### src/rtl/ring_phase_decoder_if.sv
// Sample and status bundle between a ring-phase source and ring_phase_decoder.
// master drives the ring samples; slave (the decoder) returns phase and lock status.
interface ring_phase_decoder_if #(
    parameter int unsigned WIDTH = 5,
    parameter int unsigned REV_W = 8
);
    localparam int unsigned IDXW = (WIDTH > 2) ? $clog2(WIDTH) : 1;

    logic             in_valid;
    logic [WIDTH-1:0] ring_in;
    logic             dir;
    logic [IDXW-1:0]  index;
    logic             index_valid;
    logic             locked;
    logic             step_err;
    logic             onehot_err;
    logic [REV_W-1:0] rev_count;
    logic             rev_pulse;

    modport master (
        output in_valid, ring_in, dir,
        input  index, index_valid, locked, step_err, onehot_err, rev_count, rev_pulse
    );

    modport slave (
        input  in_valid, ring_in, dir,
        output index, index_valid, locked, step_err, onehot_err, rev_count, rev_pulse
    );
endinterface

### src/rtl/ring_phase_decoder.sv
// Checks a one-hot ring each qualified sample, decodes its phase, tracks lock on the
// expected rotation direction and counts completed revolutions while locked.
module ring_phase_decoder #(
    parameter int unsigned WIDTH    = 5,
    parameter int unsigned LOCK_CNT = 2,
    parameter int unsigned REV_W    = 8
) (
    input  logic                 clk,
    input  logic                 reset,
    ring_phase_decoder_if.slave  bus
);
    localparam int unsigned IDXW = (WIDTH > 2) ? $clog2(WIDTH) : 1;
    localparam int unsigned GW   = (LOCK_CNT > 1) ? $clog2(LOCK_CNT + 1) : 1;
    localparam logic [IDXW-1:0] IDX_LAST = IDXW'(WIDTH - 1);
    localparam logic [IDXW-1:0] IDX_ONE  = IDXW'(1);

    typedef enum logic [1:0] {StHunt, StTrack, StLocked} state_e;

    state_e             r_state, w_state_nxt;
    logic [IDXW-1:0]    r_ref, w_ref_nxt;
    logic [GW-1:0]      r_good, w_good_nxt;
    logic               r_dir, w_dir_nxt;
    logic [IDXW-1:0]    r_index, w_index_nxt;
    logic               r_index_valid, w_index_valid_nxt;
    logic               r_locked, w_locked_nxt;
    logic               r_step_err, w_step_err_nxt;
    logic               r_onehot_err, w_onehot_err_nxt;
    logic [REV_W-1:0]   r_rev_count, w_rev_count_nxt;
    logic               r_rev_pulse, w_rev_pulse_nxt;

    logic               w_onehot;
    logic [IDXW-1:0]    w_pos;
    logic [IDXW-1:0]    w_exp;
    logic               w_match;
    logic               w_wrap;
    logic [GW-1:0]      w_good_inc;

    // x & (x-1) clears the lowest set bit, so zero there means at most one bit was set.
    assign w_onehot = (bus.ring_in != '0) &&
                      ((bus.ring_in & (bus.ring_in - WIDTH'(1))) == '0);

    always_comb begin
        w_pos = '0;
        for (int unsigned i = 0; i < WIDTH; i++) begin
            if (bus.ring_in[i]) w_pos = IDXW'(i);
        end
    end

    assign w_exp = bus.dir ? ((r_ref == '0) ? IDX_LAST : r_ref - IDX_ONE)
                           : ((r_ref == IDX_LAST) ? '0 : r_ref + IDX_ONE);
    assign w_match    = (w_pos == w_exp);
    assign w_wrap     = bus.dir ? (r_ref == '0) : (r_ref == IDX_LAST);
    assign w_good_inc = r_good + GW'(1);

    always_comb begin
        w_state_nxt       = r_state;
        w_ref_nxt         = r_ref;
        w_good_nxt        = r_good;
        w_dir_nxt         = r_dir;
        w_index_nxt       = r_index;
        w_index_valid_nxt = r_index_valid;
        w_locked_nxt      = r_locked;
        w_step_err_nxt    = 1'b0;
        w_onehot_err_nxt  = 1'b0;
        w_rev_count_nxt   = r_rev_count;
        w_rev_pulse_nxt   = 1'b0;

        if (bus.in_valid) begin
            w_dir_nxt = bus.dir;
            if (!w_onehot) begin
                w_onehot_err_nxt  = 1'b1;
                w_index_valid_nxt = 1'b0;
                w_locked_nxt      = 1'b0;
                w_good_nxt        = '0;
                w_state_nxt       = StHunt;
            end else begin
                w_index_nxt       = w_pos;
                w_index_valid_nxt = 1'b1;
                w_ref_nxt         = w_pos;
                case (r_state)
                    StTrack, StLocked: begin
                        if (bus.dir != r_dir) begin
                            // Direction change restarts acquisition silently.
                            w_state_nxt  = StTrack;
                            w_good_nxt   = '0;
                            w_locked_nxt = 1'b0;
                        end else if (!w_match) begin
                            w_step_err_nxt = 1'b1;
                            w_state_nxt    = StTrack;
                            w_good_nxt     = '0;
                            w_locked_nxt   = 1'b0;
                        end else if (r_state == StTrack) begin
                            w_good_nxt = w_good_inc;
                            if (w_good_inc == GW'(LOCK_CNT)) begin
                                w_state_nxt  = StLocked;
                                w_locked_nxt = 1'b1;
                            end
                        end else if (w_wrap) begin
                            w_rev_count_nxt = r_rev_count + REV_W'(1);
                            w_rev_pulse_nxt = 1'b1;
                        end
                    end
                    default: begin
                        w_state_nxt = StTrack;
                        w_good_nxt  = '0;
                    end
                endcase
            end
        end
    end

    always_ff @(posedge clk or negedge reset) begin
        if (!reset) begin
            r_state       <= StHunt;
            r_ref         <= '0;
            r_good        <= '0;
            r_dir         <= 1'b0;
            r_index       <= '0;
            r_index_valid <= 1'b0;
            r_locked      <= 1'b0;
            r_step_err    <= 1'b0;
            r_onehot_err  <= 1'b0;
            r_rev_count   <= '0;
            r_rev_pulse   <= 1'b0;
        end else begin
            r_state       <= w_state_nxt;
            r_ref         <= w_ref_nxt;
            r_good        <= w_good_nxt;
            r_dir         <= w_dir_nxt;
            r_index       <= w_index_nxt;
            r_index_valid <= w_index_valid_nxt;
            r_locked      <= w_locked_nxt;
            r_step_err    <= w_step_err_nxt;
            r_onehot_err  <= w_onehot_err_nxt;
            r_rev_count   <= w_rev_count_nxt;
            r_rev_pulse   <= w_rev_pulse_nxt;
        end
    end

    assign bus.index       = r_index;
    assign bus.index_valid = r_index_valid;
    assign bus.locked      = r_locked;
    assign bus.step_err    = r_step_err;
    assign bus.onehot_err  = r_onehot_err;
    assign bus.rev_count   = r_rev_count;
    assign bus.rev_pulse   = r_rev_pulse;
endmodule

### src/flat_wrapper.sv
// flat-port wrapper written by rule: the top's interface ports become plain ports
module ring_phase_decoder_flat 
#(
    parameter int unsigned WIDTH    = 5,
    parameter int unsigned LOCK_CNT = 2,
    parameter int unsigned REV_W    = 8
)
  (clk, reset, bus_in_valid, bus_ring_in, bus_dir, bus_index, bus_index_valid, bus_locked, bus_step_err, bus_onehot_err, bus_rev_count, bus_rev_pulse);
  ring_phase_decoder_if #(.WIDTH(WIDTH), .REV_W(REV_W)) bus_i ();
  input  logic clk;
  input  logic reset;
  input wire logic [$bits(bus_i.in_valid)-1:0] bus_in_valid;
  input wire logic [$bits(bus_i.ring_in)-1:0] bus_ring_in;
  input wire logic [$bits(bus_i.dir)-1:0] bus_dir;
  output wire logic [$bits(bus_i.index)-1:0] bus_index;
  output wire logic [$bits(bus_i.index_valid)-1:0] bus_index_valid;
  output wire logic [$bits(bus_i.locked)-1:0] bus_locked;
  output wire logic [$bits(bus_i.step_err)-1:0] bus_step_err;
  output wire logic [$bits(bus_i.onehot_err)-1:0] bus_onehot_err;
  output wire logic [$bits(bus_i.rev_count)-1:0] bus_rev_count;
  output wire logic [$bits(bus_i.rev_pulse)-1:0] bus_rev_pulse;
  assign bus_i.in_valid = bus_in_valid;
  assign bus_i.ring_in = bus_ring_in;
  assign bus_i.dir = bus_dir;
  assign bus_index = bus_i.index;
  assign bus_index_valid = bus_i.index_valid;
  assign bus_locked = bus_i.locked;
  assign bus_step_err = bus_i.step_err;
  assign bus_onehot_err = bus_i.onehot_err;
  assign bus_rev_count = bus_i.rev_count;
  assign bus_rev_pulse = bus_i.rev_pulse;
  ring_phase_decoder #(.WIDTH(WIDTH), .LOCK_CNT(LOCK_CNT), .REV_W(REV_W)) u_core (.clk(clk), .reset(reset), .bus(bus_i));
endmodule
### config.mk
export PLATFORM = sky130hd
export DESIGN_NAME = ring_phase_decoder_flat
export DESIGN_NICKNAME = d
export VERILOG_FILES = /design/src/rtl/ring_phase_decoder_if.sv /design/src/rtl/ring_phase_decoder.sv /design/src/flat_wrapper.sv
export SDC_FILE = /design/constraint.sdc
export NUM_CORES = 1
export LEC_CHECK = 0
export CAP_MARGIN = 20
export CORE_MARGIN = 1.5
export CORE_UTILIZATION = 55
export DETAILED_ROUTE_END_ITERATION = 12
export GPL_TIMING_DRIVEN = 0
export PLACE_DENSITY_LB_ADDON = 0.05
export SYNTH_ARGS = -nofsm -noshare
export SYNTH_HDL_FRONTEND = slang
export SYNTH_SLANG_ARGS = --single-unit
### constraint.sdc
create_clock -name clk -period 6.2 [get_ports clk]
set_clock_uncertainty 0.05 [all_clocks]
set_input_delay 1.24 -clock clk [delete_from_list [all_inputs] [get_ports clk]]
set_output_delay 1.24 -clock clk [all_outputs]
set_load 0.005 [all_outputs]
==> results.sh <==
export IMPL_finalCritPeriodShare=0.523
export IMPL_insertion_delay_ps=300
export IMPL_worst_r2r_startpoint="u_core.bus.index[0]"
export IMPL_cts_root_buf="clkbuf_4"
export IMPL_grt_met2_usage=0.346
export IMPL_grt_use_met1=0.279
export IMPL_pre_cts_slack_ps=2640
export IMPL_setup_violations=0
export IMPL_fp_dieW_um=56.3
export IMPL_io_buffer_count=21
export IMPL_holdPathEnd="u_core.bus.rev_count[7]"
export IMPL_arrival_ps=3390
export IMPL_synth_top_family_by_area="compound AO/OA/AOI/OAI gates"
export IMPL_cts_clk_slew_worst_paths_ps=110
export IMPL_holdPathStages=1
export IMPL_clock_path_buffers=2
export IMPL_cts_buffers=3
export IMPL_ctsResizeCount=0
export IMPL_rsz0062_at_grt="no"
export IMPL_grt_antenna_before_repair=0
export IMPL_setup_ws_ps=2960
export IMPL_drt_first_pass_iters=4
export IMPL_fin_crit_ps=3240
export IMPL_overflow=0
export IMPL_critical_path_class="input port to flop"
export IMPL_synthMuxAreaShare=0.0529
export IMPL_end_kind="flop"
export IMPL_cp_start_kind="input port"
export IMPL_routed_via_count=1228
export IMPL_synth_seq_area_share=0.337
export IMPL_utilization=0.672
export IMPL_syn_area_sq_mm=0.00156
export IMPL_post_cts_buffers=0
export IMPL_finalMaxSlewViolations=0
export IMPL_grt_pass1_vias=1169
export IMPL_gp_congestion=0.810
export IMPL_h_tree_depth=1
export IMPL_drv_cap=0
export IMPL_nFillCells=219
export IMPL_dpl_hpwl_um=2410
export IMPL_avgSynthCellArea_sq_um=10.4
export IMPL_drive_gt1_frac=0.149
export IMPL_synth_seq_cells=21
export IMPL_reg2reg_depth=7
export IMPL_netlist_instances=150
export IMPL_cts_sinks=21
export IMPL_outcome="finished clean"
export IMPL_ir_drop_uv=199
export IMPL_min_path_type="flop to flop"
export IMPL_drt_initial_drc_count=50
export IMPL_yosysTopAreaCell="dfrtp_1"
export IMPL_synth_top_area_share=0.337
export IMPL_die_area_sq_mm=0.00317
export IMPL_hold_viol_final=0
export IMPL_syn_nets=166
export IMPL_path_buf_inv=2
export IMPL_whs_ps=428
export IMPL_grt_util_all_layers=0.210
export IMPL_hold_start="u_core.bus.rev_count[7]"
export IMPL_grt_max_degree=22
export IMPL_worstPathRequired_ps=6350
export IMPL_ff2ff_setup_slack_ps=3500
export IMPL_vias_per_cell=5.96
export IMPL_fin_nets=192
export IMPL_diodes=0
export IMPL_leakagePower_nw=0.745
export IMPL_ant_nets=0
export IMPL_cp_max_fo=10
export IMPL_synthSimpleGateAreaFrac=0.192
export IMPL_slowest_delay_ps=530
export IMPL_routedWlPerCell_um=15.2
export IMPL_grt_pass1_wl_um=5350
export IMPL_crit_family="buffers and inverters"
export IMPL_path_cells="clkdlybuf4s50_1 > clkbuf_4 > xor2_1 > a32o_1 > o211ai_1 > nor4_4 > mux2_4"
export IMPL_synthAdderAreaFrac=0.0561
export IMPL_coreArea_sq_mm=0.00273
export IMPL_crit_slowest_cell="clkdlybuf4s50_1"
export IMPL_synth_xor_area_frac=0.111
export IMPL_synth_compound_area_share=0.206
export IMPL_yosys_cell_types_count=53
export IMPL_top_level_ports=25
export IMPL_power_density_mw_per_mm2=219
export IMPL_area_growth_pct=17.7
export IMPL_synth_warnings=0
export IMPL_drt_total_wl_um=3140
export IMPL_fp_dieH_um=56.3
export IMPL_start_util=0.571
export IMPL_r2r_end="u_core.r_good[1]"
export IMPL_worstMarginPinSlew_ps=886
export IMPL_relSlewSlack=0.407
export IMPL_cts_hold_buf=0
export IMPL_route_detailed_drc=0
export IMPL_tns_ps=0
export IMPL_top_usage_layer="met2"
export IMPL_met3_usage=0.0507
export IMPL_synth_area_top_cells="dfrtp_1, ha_1, xor2_1, o2111ai_1, mux2_2"
export IMPL_rows=19
export IMPL_cts_tree="yes"
export IMPL_mostFrequentLayoutCells="clkdlybuf4s50_1, dfrtp_1, nor2_1"
export IMPL_fmax_ghz=0.308
[power breakdown]
part / leakage [nW] / total, mW / internal, mW / switching [mW]
sequential: 0.277 / 0.157 / 0.145 / 0.0113
clock: 0.0177 / 0.0627 / 0.0240 / 0.0387
combinational: 0.450 / 0.183 / 0.0764 / 0.107
[worst max path at each step]
stage                   start                 endpoint  slack (ps)  cells past startpoint
4_1_cts        bus_ring_in[4]         u_core.r_good[1]        2970                      6
5_1_grt        bus_ring_in[1]         u_core.r_good[1]        2810                      6
3_3_place_gp   bus_ring_in[4]  u_core.bus.rev_count[1]        2680                      7
6_report       bus_ring_in[4]  u_core.bus.rev_count[1]        2960                      7
3_5_place_dp   bus_ring_in[4]  u_core.bus.rev_count[1]        2640                      7
2_1_floorplan         bus_dir         u_core.r_good[1]        3170                      5
[final cells by class]
| cell class | instances | area, sq um | share of cell area |
|---|---|---|---|
| Multi-Input combinational cell | 113 | 965 | 0.525 |
| Sequential cell | 21 | 526 | 0.286 |
| Timing Repair Buffer | 21 | 210 | 0.114 |
| Inverter | 11 | 41.3 | 0.0225 |
| Tap cell | 31 | 38.8 | 0.0211 |
| Buffer | 5 | 28.8 | 0.0157 |
| Clock buffer | 3 | 22.5 | 0.0123 |
| Clock inverter | 1 | 5.00 | 0.00272 |
[state kept, by name (all words and copies together), names as in the netlist]
name and count:
u_core.bus.locked 1, u_core.bus.index_valid 1, u_core.bus.rev_count 8, u_core.bus.step_err 1, u_core.bus.onehot_err 1, u_core.r_good 2
u_core.r_dir 1, u_core.r_state 2, u_core.bus.rev_pulse 1, u_core.bus.index 3
[cell usage after synthesis (all sizes together)]
cell and n:
o21ai 4, or4 1, nor2 13, and3 3, a2111o 1, dfrtp 21, ha 7, nor4b 1
a22oi 1, mux2 5, o22ai 1, a2111oi 3, clkbuf 2, a32oi 1, nor2b 2, nand3b 1
and2 2, or2 1, nand2b 6, or3b 1, a21oi 6, a32o 1, o211ai 1, o2111ai 6
nand2 3, xnor2 5, o2bb2ai 1, buf 3, a31oi 2, nor4 8, nand4 3, a22o 2
and4 1, o31ai 2, nor3 2, nor3b 1, xor2 11, inv 11, a41oi 3, mux4 1
[layer usage]
| metal | wire length, um | part of all wire |
|---|---|---|
| met1 | 1520 | 0.48 |
| met2 | 1480 | 0.47 |
| met3 | 119 | 0.038 |
| met4 | 25 | 0.0080 |
| met5 | 0 | 0 |
[cell families (layout without fill, tap and decap cells)]
family	after synthesis	in the layout
flops	21	21
xor+xnor	16	16
buf+inv	16	41
fa+ha+maj	7	7
compound gates	35	35
simple gates	49	49
mux	6	6
[metrics by stage]
step                      cells  power [mW]  instance area, sq um
final                       206       0.403                  1840
after global placement      202       0.335                  1810
after floorplan             150       0.292                  1560
after global routing        206       0.427                  1840
after detailed placement    202       0.342                  1810
after CTS                   206       0.406                  1840
No activity file was read; power rests on OpenSTA's default activity.
==> variant 1, RTL diff (same flow settings) <==
`WIDTH` is set to 5 in 3 places; all go to 10.
--- a/src/rtl/ring_phase_decoder_if.sv
+++ b/src/rtl/ring_phase_decoder_if.sv
@@ -1,7 +1,7 @@
 // Sample and status bundle between a ring-phase source and ring_phase_decoder.
 // master drives the ring samples; slave (the decoder) returns phase and lock status.
 interface ring_phase_decoder_if #(
-    parameter int unsigned WIDTH = 5,
+    parameter int unsigned WIDTH = 10,
     parameter int unsigned REV_W = 8
 );
     localparam int unsigned IDXW = (WIDTH > 2) ? $clog2(WIDTH) : 1;
--- a/src/rtl/ring_phase_decoder.sv
+++ b/src/rtl/ring_phase_decoder.sv
@@ -1,7 +1,7 @@
 // Checks a one-hot ring each qualified sample, decodes its phase, tracks lock on the
 // expected rotation direction and counts completed revolutions while locked.
 module ring_phase_decoder #(
-    parameter int unsigned WIDTH    = 5,
+    parameter int unsigned WIDTH    = 10,
     parameter int unsigned LOCK_CNT = 2,
     parameter int unsigned REV_W    = 8
 ) (
--- a/src/flat_wrapper.sv
+++ b/src/flat_wrapper.sv
@@ -1,7 +1,7 @@
 // flat-port wrapper written by rule: the top's interface ports become plain ports
 module ring_phase_decoder_flat 
 #(
-    parameter int unsigned WIDTH    = 5,
+    parameter int unsigned WIDTH    = 10,
     parameter int unsigned LOCK_CNT = 2,
     parameter int unsigned REV_W    = 8
 )
Interface: changed (resized bus_index and bus_ring_in); port bits go from 25 to 31. The function was not compared with the original's and may differ.
==> variant 1 against the unedited design <==
  * Wire length increased by 4.5%
  * Critical path depth increased by 1
  * Area after synthesis decreased by 1.7%
  * Via count increased by 14%
  * Sequential cell count increased by 1
  * Worst setup slack got worse by 0.42 ns
  * Final cell count increased by 13%
  * Cell area increased by 5.6%
  * Highest routed layer unchanged
Power is not compared: it rests on default switching activity, and its combinational part moved more than twofold at a synthesized area within 25%.
==> variant 1: results (changes against the unedited design) <==
The run finished with clean final reports. The relative area of non-clock buffer cells in the final design is 17.61% (+4.6 points). The total cell area at the placement stage came out at 1872 µm² (+3.5%). The maximum number of pins on one net before global-route repair came out at 23 (+4.5%).

The number of nets in the finished design came out at 222 (+16%). The post-detailed-routing wire length came to 3.281 mm (+4.5%). The first-pass GRT wire length is 5.520 mm (+3.1%).

The share of the yosys chip area belonging to registers is 35.89% (+2.2 points). The non-clock buffer count in the final layout came out at 37 (+42%). The met3 usage is 5.349% (+0.28 points). The met3 wire length came to 182 µm (+53%). The distinct cell type count after synthesis is 55 (+3.8%). The total nets after synthesis was 186 (+12%). The number of flip-flops and latches in the synthesized netlist came out at 22 (+4.8%). The total length of routed met2 wires came out at 1.682 mm (+14%). The HPWL after detailed placement is 2.451 mm (+1.8%). The clock latency of the later-clocked register in the worst-skew pair came to 0.32 ns (+0.02 ns).

The via count came out at 1401 (+14%). The met1 demand-to-capacity share in global routing is 26.72% (-1.2 points). The worst hold-check slack is 0.4390 ns (+0.01113 ns).

The number of buffer cells added on primary ports is 30 (+43%). The sum of routed wire segments on met1 came out at 1.396 mm (-7.9%). The total area of sequential cells is 550.5 µm² (+4.8%). The worst slack at placement is 2.200 ns (-0.4398 ns). The multi-input gate share of total cell area came out at 46.84% (-5.7 points). The layout cell share with drive strength beyond 1 is 8.867% (-6.0 points). The number of non-clock inverters came out at 13 (+2). The global router's overall resource usage came out at 21.54% (+0.55 points). The routability congestion estimate from global placement is 0.8662 (+6.9%).

The final setup slack of the worst path was 2.538 ns (-0.4185 ns). The via count of the first global-routing pass came to 1320 (+13%). The root buffer cell chosen for the clock tree is sky130_fd_sc_hd__clkbuf_4. The clock slew seen by the registers of the worst setup and hold paths is 0.13 ns (+0.02 ns). The multi-input combinational cell area came to 908.4 µm² (-5.8%). The clock network area share was 2.710% (+1.2 points).

The arrival time reported for the critical path endpoint is 3.85 ns (+0.46 ns). Ranked by instance count, the synthesized netlist is headed by sky130_fd_sc_hd__dfrtp_1, sky130_fd_sc_hd__nor2_1, sky130_fd_sc_hd__inv_1, sky130_fd_sc_hd__nand2_1, sky130_fd_sc_hd__xnor2_1. The global routing usage on met2 came to 38.78% (+4.2 points). The number of DRC markers in iteration 0 came out at 47 (-6.0%).

The instance count of the mapped netlist came out at 168 (+12%). The filler-free cell count of the finished design was 233 (+13%). The worst max-slew margin expressed relative to the limit is 62.00% (+21 points).
==> variant 1: changes by cell type after synthesis, sizes merged, moves of 3 or more <==
cell	change
o21ai	+3
nand3	+5
nor4	-8
nand2	+8
o21a	+3
a211oi	+3
o2111ai	-5
a221oi	+3
xnor2	+4
ha	-3
xor2	-11
nand2b	-3
nor2	+4
==> variant 1: worst max-delay path, delay by kind of cell <==
kind | cells | cell delay (ns)
AO/OA/AOI/OAI | 5 | 1.38
buffers and inverters | 2 | 0.86
AND/OR/NAND/NOR | 1 | 0.38
==> variant 1: path summary, 6_finish.rpt <==
| path | startpoint | end | cells past startpoint |
|---|---|---|---|
| min in group asynchronous | reset | u_core.bus.index[3]$_DFFE_PN0P_ | 1 |
| min | u_core.bus.rev_count[7]$_DFFE_PN0P_ | u_core.bus.rev_count[7]$_DFFE_PN0P_ | 1 |
| max | bus_ring_in[4] | u_core.r_good[0]$_DFFE_PN0P_ | 8 |
| max in group asynchronous | reset | u_core.r_state[1]$_DFFE_PN0P_ | 2 |
| max reg2reg | u_core.bus.index[3]$_DFFE_PN0P_ | u_core.r_good[0]$_DFFE_PN0P_ | 8 |
| min reg2reg | u_core.bus.rev_count[7]$_DFFE_PN0P_ | u_core.bus.rev_count[7]$_DFFE_PN0P_ | 1 |
==> variant 1: cells by family (layout without fill, tap and decap cells) <==
group,Yosys count,after routing,share of synthesized area (%)
adder cells (fa/ha/maj),5,5,3.915
flip-flops,22,22,35.89
AO/OA/AOI/OAI,45,45,24.14
buffers and inverters,19,54,4.894
XOR/XNOR,9,9,5.139
multiplexers,5,5,3.670
AND/OR/NAND/NOR,63,63,22.35
==> variant 1: power breakdown <==
group          switching [W]  internal (W)  total (W)
registers         0.00000220      0.000146   0.000148
logic              0.0000334     0.0000293  0.0000627
clock network      0.0000469     0.0000654   0.000112
==> variant 2, RTL diff (same flow settings) <==
Without the edit above. Re-encode `state_e` (3 states) as one-hot, 3 bits wide.
--- a/src/rtl/ring_phase_decoder.sv
+++ b/src/rtl/ring_phase_decoder.sv
@@ -14,7 +14,7 @@
     localparam logic [IDXW-1:0] IDX_LAST = IDXW'(WIDTH - 1);
     localparam logic [IDXW-1:0] IDX_ONE  = IDXW'(1);
 
-    typedef enum logic [1:0] {StHunt, StTrack, StLocked} state_e;
+    typedef enum logic [2:0] {StHunt = 3'b001, StTrack = 3'b010, StLocked = 3'b100} state_e;
 
     state_e             r_state, w_state_nxt;
     logic [IDXW-1:0]    r_ref, w_ref_nxt;
Check against the original RTL: no difference found for any inputs over 4 cycles, from zero or initial values and one cycle with reset low; so few cycles prove little.
==> variant 2 against the unedited design <==
  * Sequential power grew 4%
  * Wire length shrank 3.2%
  * Worst setup slack got worse by 0.056 ns
  * Largest cell class unchanged
  * Register-to-register slack better by 0.12 ns
  * Count of clock-buffer cells in the layout up 1
  * Cell area fell by 2.5%
  * Die area is 4.9% lower
  * Area after synthesis decreased by 5.2%
  * Critical endpoint unchanged
  * Sequential cell count rose by 1
  * Total power shrank 2.1%
  * Clock power increased by 28%
  * Non-clock buffer count grew 6
==> variant 2: results (changes against the unedited design) <==
In the post-synthesis netlist, the biggest area contributors are sky130_fd_sc_hd__dfrtp_1, sky130_fd_sc_hd__xor2_1, sky130_fd_sc_hd__o2111ai_1. The internal power is 0.0002537 W (+3.2%). Grouping stages by cell kind, the critical path spends the most delay in compound AO/OA/AOI/OAI gates.

The layout cell share with drive strength beyond 1 is 11.30% (-3.6 points). The final-layout fill cell count is 183 (-16%). The largest incremental delay on the critical path is 0.64 ns (+0.11 ns). The peak supply drop is 0.1602 mV (-20%). The routability congestion estimate from global placement is 0.8502 (+5.0%). The shortest period the worst path allows came out at 3.299 ns (+0.05575 ns). The via count of the first global-routing pass came out at 1095 (-6.3%). The average cell area after synthesis came out at 9.794 µm² (-5.8%). The sum of routed wire segments on met1 came out at 1.377 mm (-9.1%). The arrival time reported for the critical path endpoint is 3.46 ns (+0.07 ns). Among all stages on the critical path, the largest delay is contributed by sky130_fd_sc_hd__a2111oi_4.

The HPWL after detailed placement came out at 2.260 mm (-6.1%). The share of the yosys chip area belonging to registers is 37.31% (+3.6 points). The power density relative to cell area is 220.3 nW/µm² (+0.43%). The maximum buffer depth of the clock tree came out at 2 (unchanged). The met1 demand-to-capacity share in global routing was 29.46% (+1.6 points).

The register-to-register path setup slack came out at 3.62 ns (+0.12 ns). The post-detailed-routing wire length came out at 3.040 mm (-3.2%). The met3 usage came out at 5.191% (+0.12 points).

The worst max-slew margin expressed relative to the limit came out at 50.05% (+9.3 points). The share of power burned in the clock network came to 20.3% (+4.7 points). The launch point of the worst path is bus_ring_in[0]. The total nets after synthesis came to 165 (-0.60%).

The distinct cell type count after synthesis came out at 48 (-9.4%). The combinational share of power is 38.2% (-7.3 points). The maximum number of pins on one net before global-route repair came out at 23 (+4.5%). The via count is 1260 (+2.6%).

The number of DRC markers in iteration 0 was 32 (-36%). Clock-pin slew was measured on the worst setup and hold paths at 0.12 ns. The met3 wire length is 148 µm (+24%).

After synthesis, the most frequently instantiated cells are sky130_fd_sc_hd__dfrtp_1, sky130_fd_sc_hd__inv_1, sky130_fd_sc_hd__xor2_1, sky130_fd_sc_hd__nor2_1. The average vias per placed instance was 6.087 (+2.1%). The total cell area at the placement stage came to 1727 µm² (-4.6%).

The worst slack at placement came out at 2.541 ns (-0.09903 ns). The worst hold-check slack came out at 0.4200 ns (-0.007869 ns). The post-cts repair resize count was 0 (unchanged). The total length of routed met2 wires came out at 1.486 mm (+0.54%). The first-pass GRT wire length is 4.905 mm (-8.4%). The flow ran to the end, and the final reports show no timing, DRC or antenna violations. The global routing usage on met2 was 38.10% (+3.5 points). The leakage power total is 0.7459 nW (+0.14%).
[variant 2: cell types whose count changed in the layout (fill, tap and decap cells not counted), sizes merged, moves of 3 or more]
cell   unedited run  this run
a41oi             3         0
nor2             13         9
buf               3         8
nand3             0         5
a21oi             6         3
[variant 2: area by class of cell]
| type | instances | area share [%] |
|---|---|---|
| repair buffers | 22 | 13.28 |
| plain buffers | 10 | 2.655 |
| inverters | 11 | 2.306 |
| flip-flops and latches | 22 | 30.82 |
| multi-input cells | 108 | 46.82 |
| well taps | 30 | 2.096 |
| clock buffers | 4 | 2.027 |
[variant 2: cell families (layout without fill, tap and decap cells)]
kind of cell	count (synthesis)	in the layout	synth area share (%)
AND/OR/NAND/NOR	51	51	20.22
multiplexers	6	6	5.330
XOR/XNOR	14	14	8.799
AO/OA/AOI/OAI	32	32	18.11
buffers and inverters	21	47	6.006
adder cells (fa/ha/maj)	5	5	4.230
flip-flops	22	22	37.31
